[config.mk]
export PLATFORM = sky130hd
export DESIGN_NAME = svc_rv_demo_status
export DESIGN_NICKNAME = d
export VERILOG_FILES = /design/src/rtl/svc_rv_demo_status_pkg.sv /design/src/rtl/svc_rv_demo_status_div.sv /design/src/rtl/svc_rv_demo_status.sv
export SDC_FILE = /design/constraint.sdc
export NUM_CORES = 1
export LEC_CHECK = 0
export BUFFER_PORTS_ARGS = -buffer_cell sky130_fd_sc_hd__buf_2
export CELL_PAD_IN_SITES_DETAIL_PLACEMENT = 2
export CELL_PAD_IN_SITES_GLOBAL_PLACEMENT = 2
export CORE_MARGIN = 2
export CORE_UTILIZATION = 36
export DETAILED_ROUTE_END_ITERATION = 16
export PLACE_DENSITY_LB_ADDON = 0.3
export RECOVER_POWER = 100
export SYNTH_ARGS = -nofsm -noshare
export SYNTH_HDL_FRONTEND = slang
export SYNTH_SLANG_ARGS = --single-unit
[constraint.sdc]
create_clock -name clk -period 2.51 [get_ports clk]
set_clock_uncertainty 0.2 [all_clocks]
set_input_delay 0.1255 -clock clk [delete_from_list [all_inputs] [get_ports clk]]
set_output_delay 0.1255 -clock clk [all_outputs]
set_load 0.05 [all_outputs]
[src/rtl/svc_rv_demo_status_pkg.sv]
`default_nettype none
// ============================================================================
// Module   : svc_rv_demo_status_pkg
// Purpose  : Shared types for the RISC-V demo run-status indicator.
//            Defines the 2-bit program lifecycle state encoding.
// Revision : 1.0  initial release
// ============================================================================
package svc_rv_demo_status_pkg;

    // Program lifecycle. DONE and FAULT are terminal until reset.
    typedef enum logic [1:0] {
        ST_IDLE  = 2'd0,
        ST_RUN   = 2'd1,
        ST_DONE  = 2'd2,
        ST_FAULT = 2'd3
    } state_t;

    // Width of the brightness PWM counter (duty is expressed out of 256).
    localparam int unsigned c_pwm_width = 8;

endpackage : svc_rv_demo_status_pkg
`default_nettype wire

[src/rtl/svc_rv_demo_status_div.sv]
`default_nettype none
// ============================================================================
// Module   : svc_rv_demo_status_div
// Purpose  : Free-running wrap-around counter. Used as the heartbeat/fault
//            blink divider and, when PWM dimming is built in, as the PWM
//            phase counter.
// Ports    : clk    - system clock
//            rst_n  - asynchronous active-low reset, clears the count
//            count  - current counter value (WIDTH bits)
// Revision : 1.0  initial release
// ============================================================================
module svc_rv_demo_status_div #(
    parameter int WIDTH = 8
) (
    input  logic             clk,
    input  logic             rst_n,
    output logic [WIDTH-1:0] count
);

    logic [WIDTH-1:0] r_count;

    always_ff @(posedge clk or negedge rst_n) begin
        if (!rst_n) begin
            r_count <= '0;
        end else begin
            r_count <= r_count + WIDTH'(1);
        end
    end

    assign count = r_count;

endmodule : svc_rv_demo_status_div
`default_nettype wire

[src/rtl/svc_rv_demo_status.sv]
`default_nettype none
// ============================================================================
// Module   : svc_rv_demo_status
// Purpose  : Run-status indicator between a RISC-V SoC and the board LEDs.
//            Tracks IDLE -> RUN -> DONE (ebreak) / FAULT (trap), counts the
//            cycles spent running (saturating) and drives the LED bank:
//              IDLE  : all off
//              RUN   : LED0 heartbeat from the divider MSB
//              DONE  : LED0 on, upper LEDs show run-length MSBs
//              FAULT : all LEDs blink together
// Config   : define SVC_RV_DEMO_STATUS_PWM_EN to dim DONE-state LEDs with an
//            8-bit PWM (duty BRIGHTNESS/256). Default build has no PWM.
// Ports    : clk     - system clock
//            rst_n   - asynchronous active-low reset
//            en      - level start request, sampled in IDLE only
//            ebreak  - SoC ebreak indication (RUN -> DONE)
//            trap    - SoC trap indication (RUN -> FAULT, wins over ebreak)
//            leds    - LED drive, 1 = on
//            done    - sticky, program ended via ebreak
//            fault   - sticky, program ended via trap
//            cycles  - saturating count of cycles spent in RUN
// Revision : 1.0  initial release
// ============================================================================
module svc_rv_demo_status
    import svc_rv_demo_status_pkg::*;
#(
    parameter int NUM_LEDS       = 4,
    parameter int CYCLE_CNT_W    = 32,
    parameter int HB_DIV_BITS    = 24,
    parameter int FAULT_DIV_BITS = 21,
    parameter int BRIGHTNESS     = 64
) (
    input  logic                   clk,
    input  logic                   rst_n,
    input  logic                   en,
    input  logic                   ebreak,
    input  logic                   trap,
    output logic [NUM_LEDS-1:0]    leds,
    output logic                   done,
    output logic                   fault,
    output logic [CYCLE_CNT_W-1:0] cycles
);

    localparam logic [CYCLE_CNT_W-1:0] c_cycles_max = {CYCLE_CNT_W{1'b1}};

    state_t                   r_state;
    logic [CYCLE_CNT_W-1:0]   r_cycles;
    logic [HB_DIV_BITS-1:0]   w_div;
    logic [NUM_LEDS-1:0]      w_done_leds;
    logic [NUM_LEDS-1:0]      w_leds;
    logic                     w_pwm_on;
    logic                     w_unused;

    // ------------------------------------------------------------------
    // Heartbeat / fault blink divider
    // ------------------------------------------------------------------
    svc_rv_demo_status_div #(
        .WIDTH (HB_DIV_BITS)
    ) u_div (
        .clk   (clk),
        .rst_n (rst_n),
        .count (w_div)
    );

`ifdef SVC_RV_DEMO_STATUS_PWM_EN
    // ------------------------------------------------------------------
    // DONE-state dimming. Compare in 9 bits so BRIGHTNESS=256 is always on.
    // ------------------------------------------------------------------
    localparam logic [c_pwm_width:0] c_brightness = (c_pwm_width + 1)'(BRIGHTNESS);

    logic [c_pwm_width-1:0] w_pwm_cnt;

    svc_rv_demo_status_div #(
        .WIDTH (c_pwm_width)
    ) u_pwm (
        .clk   (clk),
        .rst_n (rst_n),
        .count (w_pwm_cnt)
    );

    assign w_pwm_on = ({1'b0, w_pwm_cnt} < c_brightness);
    assign w_unused = &{1'b0, w_div};
`else
    assign w_pwm_on = 1'b1;
    // Only two divider taps feed the LEDs; brightness has no effect here.
    assign w_unused = &{1'b0, w_div, 9'(BRIGHTNESS)};
`endif

    // ------------------------------------------------------------------
    // Lifecycle FSM and saturating run-cycle counter.
    // The exit edge from RUN is itself counted.
    // ------------------------------------------------------------------
    always_ff @(posedge clk or negedge rst_n) begin
        if (!rst_n) begin
            r_state  <= ST_IDLE;
            r_cycles <= '0;
        end else begin
            case (r_state)
                ST_IDLE: begin
                    if (en) begin
                        r_state <= ST_RUN;
                    end
                end
                ST_RUN: begin
                    if (r_cycles != c_cycles_max) begin
                        r_cycles <= r_cycles + CYCLE_CNT_W'(1);
                    end
                    if (trap) begin
                        r_state <= ST_FAULT;
                    end else if (ebreak) begin
                        r_state <= ST_DONE;
                    end
                end
                default: begin
                    // DONE / FAULT hold until reset
                    r_state <= r_state;
                end
            endcase
        end
    end

    // ------------------------------------------------------------------
    // DONE-state pattern: LED0 solid, upper LEDs show the counter MSBs.
    // ------------------------------------------------------------------
    if (NUM_LEDS > 1) begin : g_done_msbs
        assign w_done_leds = {r_cycles[CYCLE_CNT_W-1 -: NUM_LEDS-1], 1'b1};
    end else begin : g_done_led0
        assign w_done_leds = 1'b1;
    end

    always_comb begin
        w_leds = '0;
        case (r_state)
            ST_RUN:   w_leds[0] = w_div[HB_DIV_BITS-1];
            ST_DONE:  w_leds    = w_done_leds & {NUM_LEDS{w_pwm_on}};
            ST_FAULT: w_leds    = {NUM_LEDS{w_div[FAULT_DIV_BITS-1]}};
            default:  w_leds    = '0;
        endcase
    end

    assign leds   = w_leds;
    assign done   = (r_state == ST_DONE);
    assign fault  = (r_state == ST_FAULT);
    assign cycles = r_cycles;

endmodule : svc_rv_demo_status
`default_nettype wire

# [Word-level counts from Yosys, hierarchy flattened]
# Cells that the tools add are included.
[classes] muxes=6 eq_ne=6 reduce_logical=4 addsub=2
[op_table] cell="32-bit by 1-bit adder with 32-bit output, second input constant" n=1
[op_table] cell="32-bit inequality test, second input constant" n=1
[op_table] cell="24-bit by 1-bit adder with 24-bit output, second input constant" n=1
[op_table] cell="2-bit two-way mux" n=3
[op_table] cell="3-bit one-hot mux with 2 select lines" n=1
[op_table] cell="2-bit equality test, second input constant" n=2
[op_table] cell="2-bit one-hot mux with 2 select lines" n=1
[op_table] cell="3-bit inequality test, second input constant" n=1
[op_table] cell="1-bit one-hot mux with 3 select lines" n=1
[op_table] cell="3-bit AND reduction" n=1
[op_table] cell="2-bit by 1-bit equality test with 1-bit output, second input constant" n=1
[op_table] cell="2-bit zero test" n=1
[op_table] cell="2-bit inequality test, second input constant" n=1
[op_table] cell="2-bit AND reduction" n=1
[op_table] cell="2-bit nonzero test" n=1
[totals] elab_cells=21 output_inout_bits=38 register_bits=58 input_bits=5

# [Longest topological paths before layout]
[logic_depth] depth_word=3 ltp_mapped=6 ltp_nobuf=6

# [By module]
# A second synthesis with hierarchy kept.
[hier_totals] cells_unflattened=241 hier_area_um2=2718.9
[by_module_without_submodules] module="svc_rv_demo_status" cells_each=158 seq_area_each_um2=850.8 instances=1 area_per_inst_um2=1697.9
[by_module_without_submodules] module="svc_rv_demo_status_div" cells_each=83 seq_area_each_um2=600.6 instances=1 area_per_inst_um2=1021.0

# [Worst setup path after synthesis]
# No wires, ideal clock.
[synth_path] path_type="register to register" start="register r_cycles[13] (netlist: cycles[13])" end="register r_cycles[21] (netlist: cycles[21])" setup_ps=143 required_ps=2167 period_less_slack_ps=2358 arrival_time_ps=2016 path_stages_with_launch=6 n_path_buf=0 setup_slack_ps=152 path_cell_list="dfrtp_1 nand4_1 or3_4 a211oi_4 nand4_1 xnor2_1"
[synth_between] elab_chain_len=2 elab_cells_between_ends=3 classes_between="add/sub (1); eq/ne (1); reduce/logical (1)"
[synth_rtl] item="start, declared" line_no="svc_rv_demo_status.sv:47" rtl="logic [CYCLE_CNT_W-1:0] r_cycles;"
[synth_rtl] item="start signal, assigned" line_no="svc_rv_demo_status.sv:106" rtl="r_cycles <= r_cycles + CYCLE_CNT_W'(1);"
[synth_rtl] item="branches (longest 2 deep; another with 32-bit by 1-bit adder with 32-bit output)"
# Several ways; the timed one is not identified.
# A chain may end at the register's enable or synchronous reset.

# [Worst setup path after layout]
[layout_path] start="register r_cycles[13] (netlist: cycles[13])" end="register r_cycles[1] (netlist: cycles[1])"
[layout_between] elab_chain_len=2
[layout_rtl] item="32-bit inequality test" line_no="svc_rv_demo_status.sv:105" rtl="if (r_cycles != c_cycles_max) begin"
[layout_rtl] item="2-bit AND reduction (no source line)"
# No other way between the ends.

==> impl_metrics.json <==
{
  "drcViolationCount": 0,
  "status": "finished clean",
  "syn_nets": 259,
  "yosys-top-cells-area": "dfrtp_1, xnor2_1, nand4_1",
  "via_per_inst": 5.12,
  "drt-met1-wl_mm": 2.88,
  "p_sw_w": 0.000560,
  "worstSetupPathType": "register to register",
  "met3WireLength_um": 211,
  "grt_max_degree": 59,
  "first_pass_iters": 2,
  "syn_avg_cell_area_um2": 10.9,
  "synth.cells.most_frequent": "dfrtp_1, xnor2_1, nand2_1, nand4_1, nand3_1",
  "total_power_w": 0.00203,
  "drv_cap": 0,
  "finalWirelength_mm": 6.74,
  "dr.max_layer_used": "met4",
  "fp.dieArea_um2": 8350,
  "setup_violations": 0,
  "synth_seq_cells": 58,
  "required_ns": 2.54,
  "overflow": 0,
  "p_int_w": 0.00147,
  "synth_top_area_cell": "dfrtp_1",
  "holdCritPathClass": "register to register",
  "rsz0062_at_grt": "no",
  "p_leak_nw": 1.40,
  "pwr-share-comb": 0.108,
  "syn_inst": 252,
  "crit_fanout": 9,
  "clockBufferDepth": 2,
  "numCtsBuffers": 9,
  "timing.rr.start": "cycles[13]$_DFFE_PN0P_",
  "setup_tns_ns": 0,
  "p_per_area_nw_per_um2": 620,
  "cts_sinks": 58,
  "routedWlPerCell_um": 16.3,
  "antenna_left": 0,
  "syn_area_um2": 2750,
  "core-area_um2": 7330,
  "wl_met2_mm": 3.53,
  "diodes": 0,
  "yosys.cell_types.count": 35,
  "hpwl_mm": 4.75,
  "start_kind": "register",
  "ir_drop_mv": 0.271,
  "p_seq_frac": 0.483,
  "async_flop_share": 1.00,
  "grt_usage": 0.180,
  "p_sw_frac": 0.276,
  "grt_pass1_wl_mm": 11.8,
  "grt_pass1_vias": 2357,
  "ys_seq_area_frac": 0.528,
  "dp.cells": 394,
  "start_util": 0.375,
  "port_buffers": 42,
  "tritoncts": "done",
  "vias": 2118,
  "rows": 31,
  "max_slew_margin": 0.0216,
  "synth_edf_count": 0,
  "cts-root-buf": "clkbuf_8",
  "ys.flop_type": "dfrtp_1",
  "die_h_um": 91.4,
  "stdcell_count": 414,
  "clkTransAtPathRegs_ns": 0.07,
  "yosysWarnings": 0,
  "min-delay-start": "u_div.count[0]$_DFF_PN0_",
  "ios": 43,
  "cp-startpoint": "cycles[13]$_DFFE_PN0P_",
  "gp_congestion": 0.738,
  "finalCritPeriodShare": 0.907,
  "drive_gt1_frac": 0.105,
  "worstPathArrival_ns": 2.31,
  "tightest_slew_ns": 1.47,
  "max_freq_mhz": 439,
  "clkPwrFrac": 0.409,
  "initialDrtViolationCount": 70,
  "grt_antenna_before_repair": 0,
  "finalMaxSlewViolations": 0,
  "hold_violations": 0,
  "areaGrowthSynthToFinish_pct": 18.9,
  "setup.worst_path.end_class": "register",
  "htree_levels": 3,
  "yosysMostFrequentCell": "dfrtp_1",
  "clk_latency_ns": 0.34,
  "nets": 318,
  "fp.dieW_um": 91.4,
  "yosysTopAreaCellShare": 0.528,
  "period_needed_ns": 2.28
}
[per-layer routing]
metal | vias to the layer above | track usage
met4 | 0 | 0.0669
li1 | 990 | -
met2 | 34 | 0.317
met5 | - | 0
met3 | 10 | 0.0515
met1 | 1084 | 0.206
[power by group through the flow]
stage,registers [W],logic (W),clock network [W]
final,0.000979,0.000218,0.000830
after floorplan,0.00105,0.0000896,0
after detailed placement,0.000996,0.000221,0
after global placement,0.000995,0.000218,0
after global routing,0.000981,0.000237,0.000894
after CTS,0.000978,0.000234,0.000865
[flip-flops by register name, summed over array words and instances, names as in the netlist]
register / cells
cycles: 32
r_state: 2
u_div.count: 24
[logic make-up (layout without fill, tap and decap cells)]
family,Yosys count,after routing,share of synthesized area
and+or+nand+nor,118,118,0.239
DFF,58,58,0.528
xor gates and xnor gates,52,52,0.166
AOI/OAI and AO/OA,11,11,0.0378
buffers and inverters,9,72,0.0127
adders and majority gates,2,2,0.00910
muxes,2,2,0.00774
[cells in the final DEF (no fill, tap or decap), types with 8 or more instances in the layout]
cell type / instances
and3_1: 8
clkbuf_1: 39
clkbuf_8: 13
dfrtp_1: 58
nand2_1: 23
nand3_1: 22
nand4_1: 23
nor2_1: 14
xnor2_1: 41
xor2_1: 11
[layout make-up]
type / instances / area (µm²)
Tap cell: 99 / 124
Fill cell: 803 / 4060
Clock inverter: 2 / 10.0
Clock buffer: 13 / 179
Inverter: 6 / 22.5
Timing Repair Buffer: 51 / 234
Sequential cell: 58 / 1450
Multi-Input combinational cell: 185 / 1250
[critical path, cell delays in order, from the launching register on]
cell and delay [ns]:
dfrtp_1 0.45, nand4_1 0.24, nor4_2 0.68, a21oi_2 0.27
mux2_2 0.32
[worst paths after layout]
| path | endpoint | slack (ns) | cells past startpoint |
|---|---|---|---|
| worst min register to register | u_div.count[0]$_DFF_PN0_ | 0.27 | 1 |
| worst max-delay path | cycles[1]$_DFFE_PN0P_ | 0.23 | 4 |
| max in group asynchronous | u_div.count[1]$_DFF_PN0_ | 0.66 | 3 |
| worst min-delay path | u_div.count[0]$_DFF_PN0_ | 0.27 | 1 |
| worst max register to register | cycles[1]$_DFFE_PN0P_ | 0.23 | 4 |
| min in group asynchronous | cycles[6]$_DFFE_PN0P_ | 0.53 | 3 |
[through the flow]
stage	hold slack [ns]	cell area (µm²)	worst slack [ns]	utilization
after floorplan	-0.370	2750	0.152	-
after global placement	0.127	3100	0.324	0.423
after detailed placement	0.134	3100	0.269	0.423
after CTS	0.273	3340	0.242	0.456
after global routing	0.288	3270	0.0561	0.446
final	0.268	3270	0.234	0.446
[timing repair]
item / in CTS / in global routing
endpoints found under the hold margin: 60 / 0
buffers inserted: 0 / 0
hold buffers: 5 / 0
gates resized for setup: 0 / 0
Note: power is estimated with default switching activity, not from simulation.
